**src/rtl/acc_pkg.sv**
```systemverilog
// acc_pkg: shared types and helpers for the accumulator readout path.
//   drain_state_e  : drain FSM states (IDLE/RUN/FLUSH/DONE)
//   LANE_WIDTH     : SIMD lane width of the accumulator words
//   ACC_RD_LATENCY : accumulator read latency in cycles
//   lane_mask()    : reduce one lane mod 2^logq
package acc_pkg;

    localparam int LANE_WIDTH     = 16;
    localparam int ACC_RD_LATENCY = 2;

    typedef enum logic [1:0] {
        IDLE  = 2'd0,
        RUN   = 2'd1,
        FLUSH = 2'd2,
        DONE  = 2'd3
    } drain_state_e;

    // Keeps the low logq bits of a lane; logq >= LANE_WIDTH passes the lane through.
    function automatic logic [LANE_WIDTH-1:0] lane_mask(input logic [LANE_WIDTH-1:0] data,
                                                        input int logq);
        logic [LANE_WIDTH-1:0] m;
        for (int b = 0; b < LANE_WIDTH; b++) begin
            m[b] = (b < logq);
        end
        return data & m;
    endfunction

endpackage

```
**src/rtl/drain_fifo.sv**
```systemverilog
// drain_fifo: synchronous circular-buffer FIFO used as the drain output buffer.
//   clk, rst : clock, synchronous active-high reset (empties the FIFO)
//   push     : write wdata this cycle (caller guarantees not full)
//   wdata    : entry to store
//   pop      : retire the head entry this cycle (caller guarantees not empty)
//   rdata    : current head entry (meaningful only when count != 0)
//   count    : number of stored entries
module drain_fifo #(
    parameter int WIDTH = 65,
    parameter int DEPTH = 4,
    parameter int CW    = $clog2(DEPTH + 1)
) (
    input  logic             clk,
    input  logic             rst,
    input  logic             push,
    input  logic [WIDTH-1:0] wdata,
    input  logic             pop,
    output logic [WIDTH-1:0] rdata,
    output logic [CW-1:0]    count
);

    localparam int PW = (DEPTH > 1) ? $clog2(DEPTH) : 1;

    logic [WIDTH-1:0] mem [DEPTH];
    logic [PW-1:0]    wr_ptr;
    logic [PW-1:0]    rd_ptr;

    function automatic logic [PW-1:0] ptr_next(input logic [PW-1:0] p);
        return (p == PW'(DEPTH - 1)) ? '0 : p + 1'b1;
    endfunction

    always_ff @(posedge clk) begin
        if (rst) begin
            wr_ptr <= '0;
            rd_ptr <= '0;
            count  <= '0;
        end else begin
            if (push) wr_ptr <= ptr_next(wr_ptr);
            if (pop)  rd_ptr <= ptr_next(rd_ptr);
            count <= count + CW'(push) - CW'(pop);
        end
    end

    // Storage needs no reset: entries are only observed through count.
    always_ff @(posedge clk) begin
        if (push) mem[wr_ptr] <= wdata;
    end

    assign rdata = mem[rd_ptr];

endmodule

```
**src/rtl/acc_drain.sv**
```systemverilog
// acc_drain: reads a contiguous address range out of the accumulator, reduces
// every lane mod 2^LOGQ and streams the words downstream; optionally zeroes
// each drained address through the accumulator write port.
//   start/base_addr/length/clear : drain command, latched in IDLE
//   busy, done                   : drain in progress / one-cycle completion
//   rd_en/rd_addr/rd_data        : accumulator read port (RD_LATENCY cycles)
//   wr_en/wr_we/wr_addr/wr_wdata : accumulator write port (zero writes)
//   acc_mode                     : accumulator mode, held at overwrite (0)
//   m_valid/m_ready/m_data/m_last: output stream
//   dbg_state                    : current FSM state
//
// Output handshake: a word transfers at a posedge where m_valid && m_ready;
// while m_valid is high and m_ready low, m_data/m_last hold and m_valid stays
// high until the transfer happens.
module acc_drain #(
    parameter int ADDR_WIDTH = 9,
    parameter int DATA_WIDTH = 64,
    parameter int LANE_WIDTH = 16,
    parameter int LOGQ       = 15,
    parameter int RD_LATENCY = 2,
    parameter int FIFO_DEPTH = 4
) (
    input  logic                  clk,
    input  logic                  rst,
    input  logic                  start,
    input  logic [ADDR_WIDTH-1:0] base_addr,
    input  logic [ADDR_WIDTH:0]   length,
    input  logic                  clear,
    output logic                  busy,
    output logic                  done,
    output logic                  rd_en,
    output logic [ADDR_WIDTH-1:0] rd_addr,
    input  logic [DATA_WIDTH-1:0] rd_data,
    output logic                  wr_en,
    output logic                  wr_we,
    output logic [ADDR_WIDTH-1:0] wr_addr,
    output logic [DATA_WIDTH-1:0] wr_wdata,
    output logic                  acc_mode,
    output logic                  m_valid,
    input  logic                  m_ready,
    output logic [DATA_WIDTH-1:0] m_data,
    output logic                  m_last,
    output logic [1:0]            dbg_state
);

    import acc_pkg::*;

    localparam int LANES = DATA_WIDTH / LANE_WIDTH;
    localparam int CW    = $clog2(FIFO_DEPTH + 1);

    drain_state_e          state;
    logic [ADDR_WIDTH-1:0] base_q;
    logic [ADDR_WIDTH:0]   len_q;
    logic                  clear_q;
    logic [ADDR_WIDTH:0]   issue_cnt;
    logic [ADDR_WIDTH:0]   ret_cnt;

    // Return tracking: vld[RD_LATENCY-1] flags that rd_data is valid this
    // cycle, and apipe carries the matching address for the clear write.
    logic [RD_LATENCY-1:0] vld;
    logic [ADDR_WIDTH-1:0] apipe [RD_LATENCY];

    logic                  ret_valid;
    logic [ADDR_WIDTH-1:0] ret_addr;
    logic                  ret_last;
    int                    outstanding;
    logic                  credit_ok;

    logic [DATA_WIDTH-1:0] lane_data;
    logic [DATA_WIDTH:0]   fifo_head;
    logic [CW-1:0]         fifo_count;
    logic                  fifo_pop;

    assign ret_valid = vld[RD_LATENCY-1];
    assign ret_addr  = apipe[RD_LATENCY-1];
    assign ret_last  = (ret_cnt + 1'b1 == len_q);

    always_comb begin
        outstanding = 0;
        for (int i = 0; i < RD_LATENCY; i++) begin
            outstanding = outstanding + int'(vld[i]);
        end
    end

    // Every read in flight already owns a FIFO slot, so pushes never overflow.
    assign credit_ok = (outstanding + int'(fifo_count)) < FIFO_DEPTH;

    assign rd_en   = (state == RUN) && (issue_cnt < len_q) && credit_ok;
    assign rd_addr = rd_en ? (base_q + issue_cnt[ADDR_WIDTH-1:0]) : '0;

    // Zeroing happens on data return, never in the read cycle of that address.
    assign wr_en    = clear_q && ret_valid;
    assign wr_we    = clear_q && ret_valid;
    assign wr_addr  = (clear_q && ret_valid) ? ret_addr : '0;
    assign wr_wdata = '0;
    assign acc_mode = 1'b0;

    for (genvar k = 0; k < LANES; k++) begin : g_lane
        assign lane_data[k*LANE_WIDTH +: LANE_WIDTH] =
            lane_mask(rd_data[k*LANE_WIDTH +: LANE_WIDTH], LOGQ);
    end

    drain_fifo #(
        .WIDTH (DATA_WIDTH + 1),
        .DEPTH (FIFO_DEPTH),
        .CW    (CW)
    ) u_fifo (
        .clk   (clk),
        .rst   (rst),
        .push  (ret_valid),
        .wdata ({ret_last, lane_data}),
        .pop   (fifo_pop),
        .rdata (fifo_head),
        .count (fifo_count)
    );

    assign m_valid  = (fifo_count != '0);
    assign fifo_pop = m_valid && m_ready;
    assign m_data   = m_valid ? fifo_head[DATA_WIDTH-1:0] : '0;
    assign m_last   = m_valid && fifo_head[DATA_WIDTH];

    assign busy      = (state == RUN) || (state == FLUSH);
    assign done      = (state == DONE);
    assign dbg_state = state;

    always_ff @(posedge clk) begin
        if (rst) begin
            state     <= IDLE;
            base_q    <= '0;
            len_q     <= '0;
            clear_q   <= 1'b0;
            issue_cnt <= '0;
            ret_cnt   <= '0;
            vld       <= '0;
            for (int i = 0; i < RD_LATENCY; i++) apipe[i] <= '0;
        end else begin
            vld[0]   <= rd_en;
            apipe[0] <= rd_addr;
            for (int i = 1; i < RD_LATENCY; i++) begin
                vld[i]   <= vld[i-1];
                apipe[i] <= apipe[i-1];
            end
            if (rd_en)     issue_cnt <= issue_cnt + 1'b1;
            if (ret_valid) ret_cnt   <= ret_cnt + 1'b1;

            case (state)
                IDLE: begin
                    if (start) begin
                        base_q    <= base_addr;
                        len_q     <= length;
                        clear_q   <= clear;
                        issue_cnt <= '0;
                        ret_cnt   <= '0;
                        state     <= (length == '0) ? DONE : RUN;
                    end
                end
                RUN: begin
                    if (rd_en && (issue_cnt + 1'b1 == len_q)) state <= FLUSH;
                end
                FLUSH: begin
                    // Finish as the last word leaves: nothing in flight and
                    // the FIFO is empty or emptying this cycle.
                    if ((vld == '0) &&
                        ((fifo_count == '0) || ((fifo_count == CW'(1)) && fifo_pop)))
                        state <= DONE;
                end
                DONE: state <= IDLE;
                default: state <= IDLE;
            endcase
        end
    end

endmodule

```
**config.mk**
```make
export PLATFORM = sky130hd
export DESIGN_NAME = acc_drain
export DESIGN_NICKNAME = d
export VERILOG_FILES = /design/src/rtl/acc_pkg.sv /design/src/rtl/drain_fifo.sv /design/src/rtl/acc_drain.sv
export SDC_FILE = /design/constraint.sdc
export NUM_CORES = 1
export LEC_CHECK = 0
export ABC_AREA = 1
export CORE_UTILIZATION = 35
export CTS_CLUSTER_SIZE = 10
export DETAILED_ROUTE_END_ITERATION = 8
export HOLD_SLACK_MARGIN = 0.1
export PLACE_DENSITY = 0.62
export SYNTH_ARGS = -nofsm -noshare
export SYNTH_HDL_FRONTEND = slang
export SYNTH_SLANG_ARGS = --single-unit
```
**constraint.sdc**
```tcl
create_clock -name clk -period 5.76 [get_ports clk]
set_clock_uncertainty 0.2 [all_clocks]
set_input_delay 0.864 -clock clk [delete_from_list [all_inputs] [get_ports clk]]
set_output_delay 0.864 -clock clk [all_outputs]
set_load 0.05 [all_outputs]
```
After elaboration in Yosys (flattened, before gate mapping)
Memories as Yosys holds them, arrays and structs flattened. A register that Yosys moved wholly into a read port is not among the register bits.
Index checks and enable logic that the tools add are counted.
- register bits: 51
- memory bits (writable): 262
- input port bits: 88
- output and inout port bits: 156
- logic and storage cells: 78
- memories kept: 2
- add/subtract/negate cells: 9
- magnitude comparators: 2
- equal/unequal tests: 11
- multiplexer cells: 25
- bitwise logic cells: 2
- reductions and logical operators: 17
- memories (name ; depth ; bits a word ; rd ports ; clocked after memory_dff ; wr ports ; line ; RTL):
    u_fifo.mem ; 4 ; 61 ; 1 ; 1 ; 1 ; drain_fifo.sv:24 ; logic [WIDTH-1:0] mem [DEPTH];
    apipe ; 2 ; 9 ; 2 ; 0 ; 2 ; acc_drain.sv:61 ; logic [ADDR_WIDTH-1:0] apipe [RD_LATENCY];
- operators by type and width (operator ; count):
    two-way mux 64 bit ; 1
    two-way mux 10 bit ; 6
    two-way mux 9 bit ; 4
    adder 10 x 1 -> 10 bit, second input constant ; 2
    == test 10 bit ; 2
    two-way mux 2 bit ; 8
    zero test 10 bit ; 1
    less-than comparator 10 bit ; 1
    adder 9 bit ; 1
    == test 2 bit, second input constant ; 4
    logical AND 1 bit ; 8
    case mux 2 bit (4 select lines) ; 1
    two-way mux 1 bit ; 5
    adder 2 x 1 -> 2 bit, second input constant ; 2
    adder 2 x 3 -> 4 bit ; 1
    zero test 2 bit ; 2
    less-than comparator 4 x 3 -> 1 bit, second input constant ; 1
    != test 2 x 1 -> 1 bit, second input constant ; 2
    adder 3 x 1 -> 3 bit ; 1
    == test 3 x 1 -> 1 bit, second input constant ; 1
    zero test 3 bit ; 1
    AND reduction 3 bit ; 1
    nonzero test 3 bit ; 1
    subtractor 3 x 1 -> 3 bit ; 1
    6 further kinds ; 8

Depth between registers and ports, before layout
Gate-level depths: netlist of the first run.
- depth after elaboration: 7
- depth in mapped cells: 16
- mapped depth without buffers: 16

By module
Synthesis of the first run repeated with hierarchy kept, for this count alone.
- cell total of the unflattened synthesis: 1520
- area total of the unflattened synthesis: 15606.2 µm²
- by module, submodules not included (module ; times used ; cells each ; area an instance (µm²) ; sequential area each (µm²)):
    drain_fifo ; 1 ; 815 ; 11088.1 ; 7987.7
    acc_drain ; 1 ; 705 ; 4518.1 ; 1241.2

Worst setup path after synthesis of the first run
No wires, ideal clock.
- kind: register to output
- from: register len_q[9]
- to: output rd_addr[2]
- arrival time: 2.499 ns
- required time: 4.696 ns
- path slack: 2.197 ns
- stages on the path, launching flop included: 10
- buffers on the path: 1
- cell sequence: dfxtp_1 -> inv_1 -> ha_1 -> a21o_1 -> nor2_1 -> nand3_1 -> nor2_1 -> nand2_2 -> buf_1 -> nor3_1
- word-level cells in the longest chain between the ends: 4
- RTL lines (item ; line ; RTL):
    start: declaration ; acc_drain.sv:53 ; logic [ADDR_WIDTH:0] len_q;
    start signal: assignment ; acc_drain.sv:150 ; len_q <= length;
    less-than comparator 10 bit ; acc_drain.sv:88 ; assign rd_en = (state == RUN) && (issue_cnt < len_q) && credit_ok;
    logical AND 1 bit (2 in a row) ; acc_drain.sv:88 ;
    two-way mux 9 bit ; acc_drain.sv:89 ; assign rd_addr = rd_en ? (base_q + issue_cnt[ADDR_WIDTH-1:0]) : '0;
    end: declaration ; acc_drain.sv:32 ; output logic [ADDR_WIDTH-1:0] rd_addr,
No other way between the ends.

==> results of run 1 <==
-- power groups by stage --
| stage | clock, W | sequential, W | combinational (W) |
|---|---|---|---|
| 2_1_floorplan | 0 | 0.00278 | 0.00245 |
| 5_1_grt | 0.00222 | 0.00283 | 0.00371 |
| 3_5_place_dp | 0 | 0.00285 | 0.00344 |
| 6_report | 0.00207 | 0.00281 | 0.00341 |
| 4_1_cts | 0.00214 | 0.00281 | 0.00345 |
| 3_3_place_gp | 0 | 0.00285 | 0.00341 |
-- cell type report --
class	count	area, um2
antenna	2	5.005
fill	3585	21960
sequential	315	8753
tap	518	648.1
clock buffer	46	1002
clock inverter	6	51.30
timing repair buffer	184	1819
multi-input combinational	878	4239
inverter	92	346.6
-- synth_stat cells (all sizes together) (4+ instances only) --
library cell,count
ha,34
xor2,13
nand4,6
inv,88
a21oi,99
buf,85
xnor2,6
clkinv,4
nand2,81
o21ai,164
nand3,33
clkbuf,45
nor4,4
nor3,7
edfxtp,244
dfxtp,71
nor2,338
-- path summary, 6_finish.rpt --
path / start / to / slack, ns
worst max register to register: u_fifo.count[1] / u_fifo.count[2] / 2.42
worst min register to register: apipe[0][7] / apipe[0][16] / 0.20
worst max-delay path: flip-flop / m_data[41] / 1.17
worst min-delay path: apipe[0][7] / apipe[0][16] / 0.20
-- registers in the layout, indices dropped and copies added (netlist names), named ones only --
signal         cells
u_fifo.mem       244
apipe             18
issue_cnt         10
len_q             10
ret_cnt           10
base_q             9
u_fifo.count       3
dbg_state          2
u_fifo.rd_ptr      2
u_fifo.wr_ptr      2
vld                2
clear_q            1
-- critical path: stages, from the launching register on --
cell and delay (ns):
dfxtp_4 0.86, buf_4 0.65, nor2_1 0.11, nor2_1 0.10
o21ai_0 0.10, a21oi_1 0.28, clkdlybuf4s50_1 0.85
-- metrics by stage --
| stage | hold slack, ns | util, % | worst slack [ns] | instance area (um2) |
|---|---|---|---|---|
| final | 0.2007 | 43.44 | 1.172 | 16860 |
| after global routing | 0.2153 | 43.42 | 0.9199 | 16860 |
| after CTS | 0.2007 | 43.42 | 1.140 | 16860 |
| after detailed placement | 0.1953 | 40.71 | 1.741 | 15810 |
| after global placement | 0.1956 | 40.71 | 1.754 | 15810 |
| after floorplan | 0.1883 | - | 2.197 | 14090 |
-- logic make-up after synthesis --
family / after synthesis / synth area share (%)
adders and majority gates: 36 / 3.364
DFF: 315 / 63.23
AOI/OAI and AO/OA: 277 / 10.31
other: 1 / 0.02710
xor gates and xnor gates: 19 / 1.203
and+or+nand+nor: 476 / 13.78
buffers and inverters: 222 / 8.012
muxes: 1 / 0.07235
-- layer usage --
metal,vias up,part of all wire [%],GRT usage [%]
li1,4751,-,-
met1,4472,42,18.96
met2,263,49,27.42
met3,53,5.6,3.718
met4,4,2.6,5.180
met5,-,0.067,0
-- cells in the final DEF (no fill, tap or decap), drive strengths merged, types with 4 or more instances in the layout --
| cell type | instances |
|---|---|
| a21oi | 99 |
| buf | 14 |
| clkbuf | 46 |
| clkdlybuf4s50 | 170 |
| clkinv | 10 |
| conb | 69 |
| dfxtp | 71 |
| edfxtp | 244 |
| ha | 34 |
| inv | 88 |
| nand2 | 81 |
| nand3 | 33 |
| nand4 | 6 |
| nor2 | 338 |
| nor3 | 7 |
| nor4 | 4 |
| o21ai | 164 |
| xnor2 | 6 |
| xor2 | 13 |
==> impl_metrics.env, run 1 <==
export IMPL_portBuffers=170
export IMPL_vias=9543
export IMPL_clockBufferDepth=3
export IMPL_wl_per_cell_um=15.37
export IMPL_power_density_mw_per_mm2=491.4
export IMPL_grt_pass1_vias=9254
export IMPL_ir_drop_uv=421.0
export IMPL_fin_nets=1633
export IMPL_clockPowerShare_pct=25.0
export IMPL_drive_gt1_share_pct=4.931
export IMPL_relSlewSlack_pct=32.86
export IMPL_die_w_um=200.8
export IMPL_max_freq_ghz=0.2180
export IMPL_drv_slew=0
export IMPL_wirelength_mm=31.38
export IMPL_final_cell_count_no_fill=2041
export IMPL_via_per_inst=4.676
export IMPL_drtIter0Drc=487
export IMPL_cts_resized_gates=0
export IMPL_whs_path_depth=2
export IMPL_fin_tns_setup_ns=0
export IMPL_post_route_min_period_ns=4.588
export IMPL_gp_congestion=0.8051
export IMPL_cts_made_buffers=38
export IMPL_track_usage_pct=15.69
export IMPL_power_w=0.008288
export IMPL_hold_viol=0
export IMPL_yosysUniqueCellTypes=40
export IMPL_hold_buffers=0
export IMPL_ant_nets=0
export IMPL_die_h_um=200.8
export IMPL_dieArea_mm2=0.04033
export IMPL_worstPathArrival_ns=3.52
export IMPL_io_pins=244
export IMPL_area_growth_pct=21.89
export IMPL_core_mm2=0.03883
export IMPL_worst_pin_slew_ns=1.007
export IMPL_ys_ff_latch=315
export IMPL_switching_share_pct=41.15
export IMPL_grt_max_degree=67
export IMPL_grt_pass1_wl_mm=49.56
export IMPL_yosys_area_top_type_share_pct=52.96
export IMPL_drc=0
export IMPL_status="finished clean"
export IMPL_p_sw_w=0.003411
export IMPL_htreeDepth=2
export IMPL_maxCapViolCount=0
export IMPL_clk_pin_slew_ns=0.05
export IMPL_startpoint_type="flip-flop"
export IMPL_place_inst=1987
export IMPL_end_kind="primary output"
export IMPL_firstDrtPassIters=4
export IMPL_synth_edf_count=244
export IMPL_p_int_w=0.004877
export IMPL_start_util_pct=35.63
export IMPL_rsz0062_at_grt="no"
export IMPL_post_dp_hpwl_mm=18.98
export IMPL_pwr_share_seq_pct=33.8
export IMPL_cts_tree="done"
export IMPL_worstPathRequired_ns=4.70
export IMPL_finalSetupViolCount=0
export IMPL_post_cts_setup_buffers=0
export IMPL_grt_overflow_total=0
export IMPL_min_period_over_period_pct=79.66
export IMPL_num_rows=72
export IMPL_worstSetupPathType="reg -> out"
export IMPL_clkSinkCount=315
export IMPL_pwr_share_comb_pct=41.1
export IMPL_p_leak_nw=6.123
export IMPL_ys_seq_area_share_pct=63.23
export IMPL_synth_area_leader_cell="edfxtp_1"
export IMPL_antenna_found_initial=2
export IMPL_syn_instance_count=1347
export IMPL_critPathMaxFanout=66
export IMPL_hp_class="reg -> reg"
export IMPL_ys_flop_type="edfxtp_1"
export IMPL_yosys_warnings=0
export IMPL_netlist_area_mm2=0.01384
export IMPL_ff2ff_path_depth=13
export IMPL_synthArstFlopShare_pct=0
export IMPL_cts_root_buffer="clkbuf_16"
export IMPL_clkLatencyLatePin_ns=0.54
export IMPL_synth_area_leaders="edfxtp_1 53%, dfxtp_1 10%, nor2_1 9.1%"
export IMPL_avgSynthCellArea_um2=10.27
Power figures use the tool's default switching activity.
==> run 2: changes to the inputs <==
Settings changed: PLACE_DENSITY 0.62 to 0.64.
Clock period 5.76 ns to 4.1 ns, I/O delays scaled along.
==> run 2 against run 1 <==
  * Count of clock-buffer cells in the layout grew 5
  * Die area is the same
  * Via count grew 0.35%
  * Sequential power grew 38%
  * Highest routed layer unchanged
==> impl_metrics.env, run 2 (synthesized netlist as in run 1, its figures left out) <==
export IMPL_clockBufferDepth=3
export IMPL_num_rows=72
export IMPL_clk_pin_slew_ns=0.05
export IMPL_relSlewSlack_pct=43.67
export IMPL_clkSinkCount=315
export IMPL_worst_pin_slew_ns=0.8450
export IMPL_antenna_found_initial=3
export IMPL_whs_endpoint="apipe[0][11]"
export IMPL_drive_gt1_share_pct=5.301
export IMPL_ir_drop_uv=554.0
export IMPL_die_h_um=200.8
export IMPL_drc=0
export IMPL_drv_slew=0
export IMPL_whs_path_depth=2
export IMPL_ff2ff_path_depth=10
export IMPL_largest_reg_flops=244
export IMPL_power_density_mw_per_mm2=695.9
export IMPL_fin_tns_setup_ns=0
export IMPL_startpoint_type="flip-flop"
export IMPL_worstSetupPathType="reg -> out"
export IMPL_finalSetupViolCount=0
export IMPL_rsz0062_at_grt="no"
export IMPL_post_route_min_period_ns=3.819
export IMPL_vias=9576
export IMPL_die_w_um=200.8
export IMPL_layout_commonest_cell="nor2_1"
export IMPL_worstPathArrival_ns=3.00
export IMPL_critPathMaxFanout=27
export IMPL_fin_util_pct=43.84
export IMPL_grt_overflow_total=0
export IMPL_area_growth_pct=23.02
export IMPL_maxCapViolCount=0
export IMPL_wirelength_mm=31.47
export IMPL_hp_class="reg -> reg"
export IMPL_post_cts_setup_buffers=0
export IMPL_ant_nets=0
export IMPL_via_per_inst=4.680
export IMPL_cts_root_buffer="clkbuf_16"
export IMPL_cts_made_buffers=38
export IMPL_top_regs="u_fifo.mem x244, apipe x18"
export IMPL_p_leak_nw=6.353
export IMPL_max_flop_register="u_fifo.mem"
export IMPL_post_dp_hpwl_mm=19.13
export IMPL_r2r_start="issue_cnt[1]"
export IMPL_dieArea_mm2=0.04033
export IMPL_grt_pass1_vias=9314
export IMPL_core_mm2=0.03883
export IMPL_drtIter0Drc=406
export IMPL_portBuffers=170
export IMPL_cts_tree="done"
export IMPL_firstDrtPassIters=5
export IMPL_grt_pass1_wl_mm=49.39
export IMPL_gp_congestion=0.8195
export IMPL_diodes=0
export IMPL_worstPathRequired_ns=3.28
export IMPL_wl_per_cell_um=15.38
export IMPL_fin_nets=1636
export IMPL_min_from="apipe[0][2]"
export IMPL_track_usage_pct=15.46
export IMPL_worst_r2r_endpoint="issue_cnt[3]"
export IMPL_io_pins=244
export IMPL_end_kind="primary output"
export IMPL_hold_viol=0
export IMPL_min_period_over_period_pct=93.13
export IMPL_status="finished clean"
export IMPL_clkLatencyLatePin_ns=0.52
export IMPL_grt_max_degree=91
export IMPL_rrSetupSlack_ns=1.50
export IMPL_start_util_pct=35.63
export IMPL_layout_common_cells="335 x nor2_1, 244 x edfxtp_1, 163 x o21ai_0, 157 x clkdlybuf4s50_1, 99 x a21oi_1"
export IMPL_htreeDepth=2
export IMPL_max_freq_ghz=0.2619
run 2: cell types whose count changed in the layout (fill, tap and decap cells not counted), sizes merged, moves of 2 or more:
| cell | before | now |
|---|---|---|
| buf | 14 | 20 |
| clkdlybuf4s50 | 170 | 157 |
| inv | 88 | 90 |
| dlymetal6s2s | 0 | 9 |
| clkbuf | 46 | 51 |
| clkinv | 10 | 5 |
| bufinv | 0 | 2 |
| diode | 2 | 0 |
run 2: worst max path at each step:
stage / slack [ns] / from / depth (start not counted) / end
6_report: 0.28 / issue_cnt[1] / 9 / rd_en
3_5_place_dp: 0.56 / len_q[9] / 10 / rd_en
4_1_cts: 0.009 / issue_cnt[1] / 9 / rd_addr[8]
3_3_place_gp: 0.54 / len_q[9] / 10 / rd_en
5_1_grt: 0.03 / len_q[9] / 10 / rd_en
2_1_floorplan: 0.79 / len_q[9] / 9 / rd_addr[2]
run 2: layout make-up:
type                    count  area (um2)
clock buffers              51        1021
clock inverters             5       93.84
fillers                  3630       21810
inverters                  92       346.6
multi-input cells         878        4239
flip-flops and latches    315        8753
well taps                 518       648.1
repair buffers            187        1918
run 2: through the flow:
stage | worst slack [ns] | total power, W | hold WS (ns) | std cells | area, um2
5_1_grt | 0.03125 | 0.01249 | 0.2157 | 2046 | 17020
6_report | 0.2815 | 0.01184 | 0.1997 | 2046 | 17020
3_5_place_dp | 0.5564 | 0.008870 | 0.1936 | 1990 | 15880
4_1_cts | 0.009255 | 0.01198 | 0.2013 | 2046 | 17000
3_3_place_gp | 0.5423 | 0.008823 | 0.1932 | 1990 | 15880
2_1_floorplan | 0.7858 | 0.007341 | 0.1883 | 1415 | 14090
run 2: worst max-delay path: stages, from the launching register on:
cell           delay, ns
dfxtp_1             0.42
ha_1                0.34
inv_1               0.04
o21bai_1            0.19
nand3_1             0.10
nand3_1             0.09
nor2_1              0.05
nand2_2             0.36
clkinv_1            0.38
dlygate4sd2_1       0.52
run 2: where the power goes:
part	internal [W]	total (W)	switching [W]
sequential	0.00368	0.00389	0.000207
combinational	0.00148	0.00488	0.00340
clock	0.00186	0.00307	0.00122
run 2: timing repair:
item                                    4_1_cts  5_1_grt
endpoints found under the setup margin        1        9
pin swaps                                     0        0
gates resized for setup                       1        9
hold buffers                                  0        0
run 2: layer usage:
layer	part of all wire, %	wire length, um	global-route usage [%]	up-vias
li1	-	-	-	4754
met4	2.6	827	5.234	6
met2	49	15310	26.90	242
met5	0.13	40	0	-
met3	4.6	1435	3.117	62
met1	44	13860	19.07	4512
==> RTL edit: new RTL, flow settings as in run 2 <==
Reset style: asynchronous (`rst`), changed in 2 clocked blocks. Comments in the files are not updated.
--- a/src/rtl/drain_fifo.sv
+++ b/src/rtl/drain_fifo.sv
@@ -29,7 +29,7 @@
         return (p == PW'(DEPTH - 1)) ? '0 : p + 1'b1;
     endfunction
 
-    always_ff @(posedge clk) begin
+    always_ff @(posedge clk or posedge rst) begin
         if (rst) begin
             wr_ptr <= '0;
             rd_ptr <= '0;
--- a/src/rtl/acc_drain.sv
+++ b/src/rtl/acc_drain.sv
@@ -123,7 +123,7 @@
     assign done      = (state == DONE);
     assign dbg_state = state;
 
-    always_ff @(posedge clk) begin
+    always_ff @(posedge clk or posedge rst) begin
         if (rst) begin
             state     <= IDLE;
             base_q    <= '0;
Check against the original RTL: differs if rst is asserted again (counterexample within 4 cycles, from zero or initial values and one cycle with rst high); with rst held inactive, the same outputs for 4 cycles.
==> RTL edit against run 2 <==
- critical path depth unchanged
- combinational power is 40% higher
- core utilization hardly changed
- die area increased by 0.83%
- routed wire length rose by 0.96%
- total power rose by 19%
- cell area increased by 0.55%
- sequential cell count shrank 2
- first-iteration DRC count grew 0.25%
- setup slack got worse by 0.020 ns
- area after synthesis increased by 0.84%
- global-route usage is 0.38 points higher
- critical endpoint is now rd_addr[6]
- highest routed layer unchanged
==> RTL edit: results (changes against run 2) <==
Power and ir drop
  – Sw Pwr: 6.272 mW (+30%)
  – Leakage: 6.673 nW (+5.0%)
  – Peak VDD IR: 0.0005442 V (-1.8%)

Status
  – Status: finished, final reports clean

Setup path
  – R2r startpoint: ret_cnt[0]
  – Crit path max fanout: 13 (-52%)
  – Critical path arrival: 3.02 ns (+0.02 ns)
  – Crit path from: issue_cnt[3]
  – Reg-to-Reg End: u_fifo.mem[0][60]
  – Reg2Reg Depth: 7 (-3)
  – Largest stage delay, worst path: 0.54 ns (+0.02 ns)

Routing
  – Routed metal-1 wirelength: 13610 µm (-1.7%)
  – Vias per Instance: 4.726 (+0.97%)
  – Met2 wire length: 15310 µm (about the same)
  – Drt initial violations: 407 (+0.25%)
  – Metal3 WL: 2016 µm (+40%)
  – Overall routed net length: 31780 µm (+0.96%)

Synthesis
  – Synth area leaders: edfxtp_1, dfrtp_1, nor2_1
  – Synth top cells by count: nor2_1, edfxtp_1, o21ai_0
  – Netlist cell types: 37 (-7.5%)
  – EDFF count, synth: 244 (unchanged)
  – Part of the Yosys area used for sequential elements: 0.6489 (+0.01661)
  – Async S/R FF share, synth: 0.2204 (+0.2204)

Final layout
  – Fillcell total: 3634 (+0.11%)
  – # nets final: 1587 (-3.0%)
  – Post-route insts no fill: 2003 (-2.1%)
  – Max reg flops: 244 (unchanged)
  – Share of layout cells above drive strength 1: 0.1072 (+0.05420)

Placement
  – Pre-CTS setup slack: 0.5008 ns (-0.05563 ns)
  – Dpl cell area: 15980 µm² (+0.63%)
  – Routability cong.: 0.8487 (+3.6%)
  – Placed insts: 1940 (-2.5%)
  – DP Wirelength: 18940 µm (-0.98%)

Clock tree
  – Setup Fix Bufs, Post-CTS: 0 (unchanged)
  – Clk_lat worst skew: 0.54 ns (+0.02 ns)
  – Total CTS buffers: 39 (+2.6%)
  – Post_cts resized: 6 (+5)

STA
  – Worst hold slack: 0.1430 ns (-0.05661 ns)
  – Fin worst setup slack: 0.2613 ns (-0.02018 ns)
  – Worst Tran Pin Value: 1.020 ns (+0.1753 ns)

GRT
  – Number of global-route vias before repair: 9247 (-0.72%)
  – Met1 Use GR: 0.1975 (+0.006788)
  – Overflow after GRT: 0 (unchanged)
  – GR met2 Demand/Resource: 0.2703 (+0.001347)
  – Largest net degree at the start of global routing: 125 (+37%)
  – Total Routing Usage GR: 0.1583 (+0.003777)
  – GR met3 Demand/Resource: 0.03320 (+0.002035)
[RTL edit: cell types whose count changed after synthesis, moves of 4 or more]
cell | run 2 | this run
xnor2_1 | 6 | 2
dfrtp_1 | 0 | 69
a31oi_1 | 0 | 4
a21oi_1 | 99 | 93
nand2_1 | 78 | 118
inv_1 | 87 | 61
nor2_1 | 335 | 283
dfxtp_1 | 71 | 0
inv_2 | 1 | 5
nor3_1 | 7 | 2
[RTL edit: worst min-delay path by stage]
stage | startpoint | endpoint | cells after the start
2_1_floorplan | apipe[9] | ret_addr[0] | 0
3_3_place_gp | apipe[11] | ret_addr[2] | 0
3_5_place_dp | apipe[9] | ret_addr[0] | 0
4_1_cts | apipe[13] | ret_addr[4] | 0
5_1_grt | apipe[10] | ret_addr[1] | 0
6_report | apipe[13] | ret_addr[4] | 0
[RTL edit: area by class of cell]
type	count	area (µm²)	area share
flip-flops and latches	313	9059	0.5293
diodes	2	5.005	0.0002924
inverters	67	252.7	0.01477
repair buffers	187	1877	0.1097
well taps	518	648.1	0.03787
multi-input cells	855	4143	0.2421
clock buffers	54	1052	0.06149
clock inverters	7	77.57	0.004533
[RTL edit: logic make-up after synthesis]
family	Yosys count	synth area share
compound gates	270	0.09927
xor+xnor	17	0.01067
fa+ha+maj	36	0.03336
buf+inv	195	0.07246
flops	313	0.6489
other cells	1	0.0002688
simple gates	463	0.1351
[RTL edit: power by group through the flow]
| stage | registers, mW | clock network, mW | logic (mW) |
|---|---|---|---|
| floorplan | 4.24 | 0 | 4.73 |
| global placement | 4.28 | 0 | 6.84 |
| detailed placement | 4.30 | 0 | 6.92 |
| CTS | 4.24 | 3.14 | 6.93 |
| global route | 4.29 | 3.26 | 7.42 |
| finish | 4.24 | 3.04 | 6.83 |
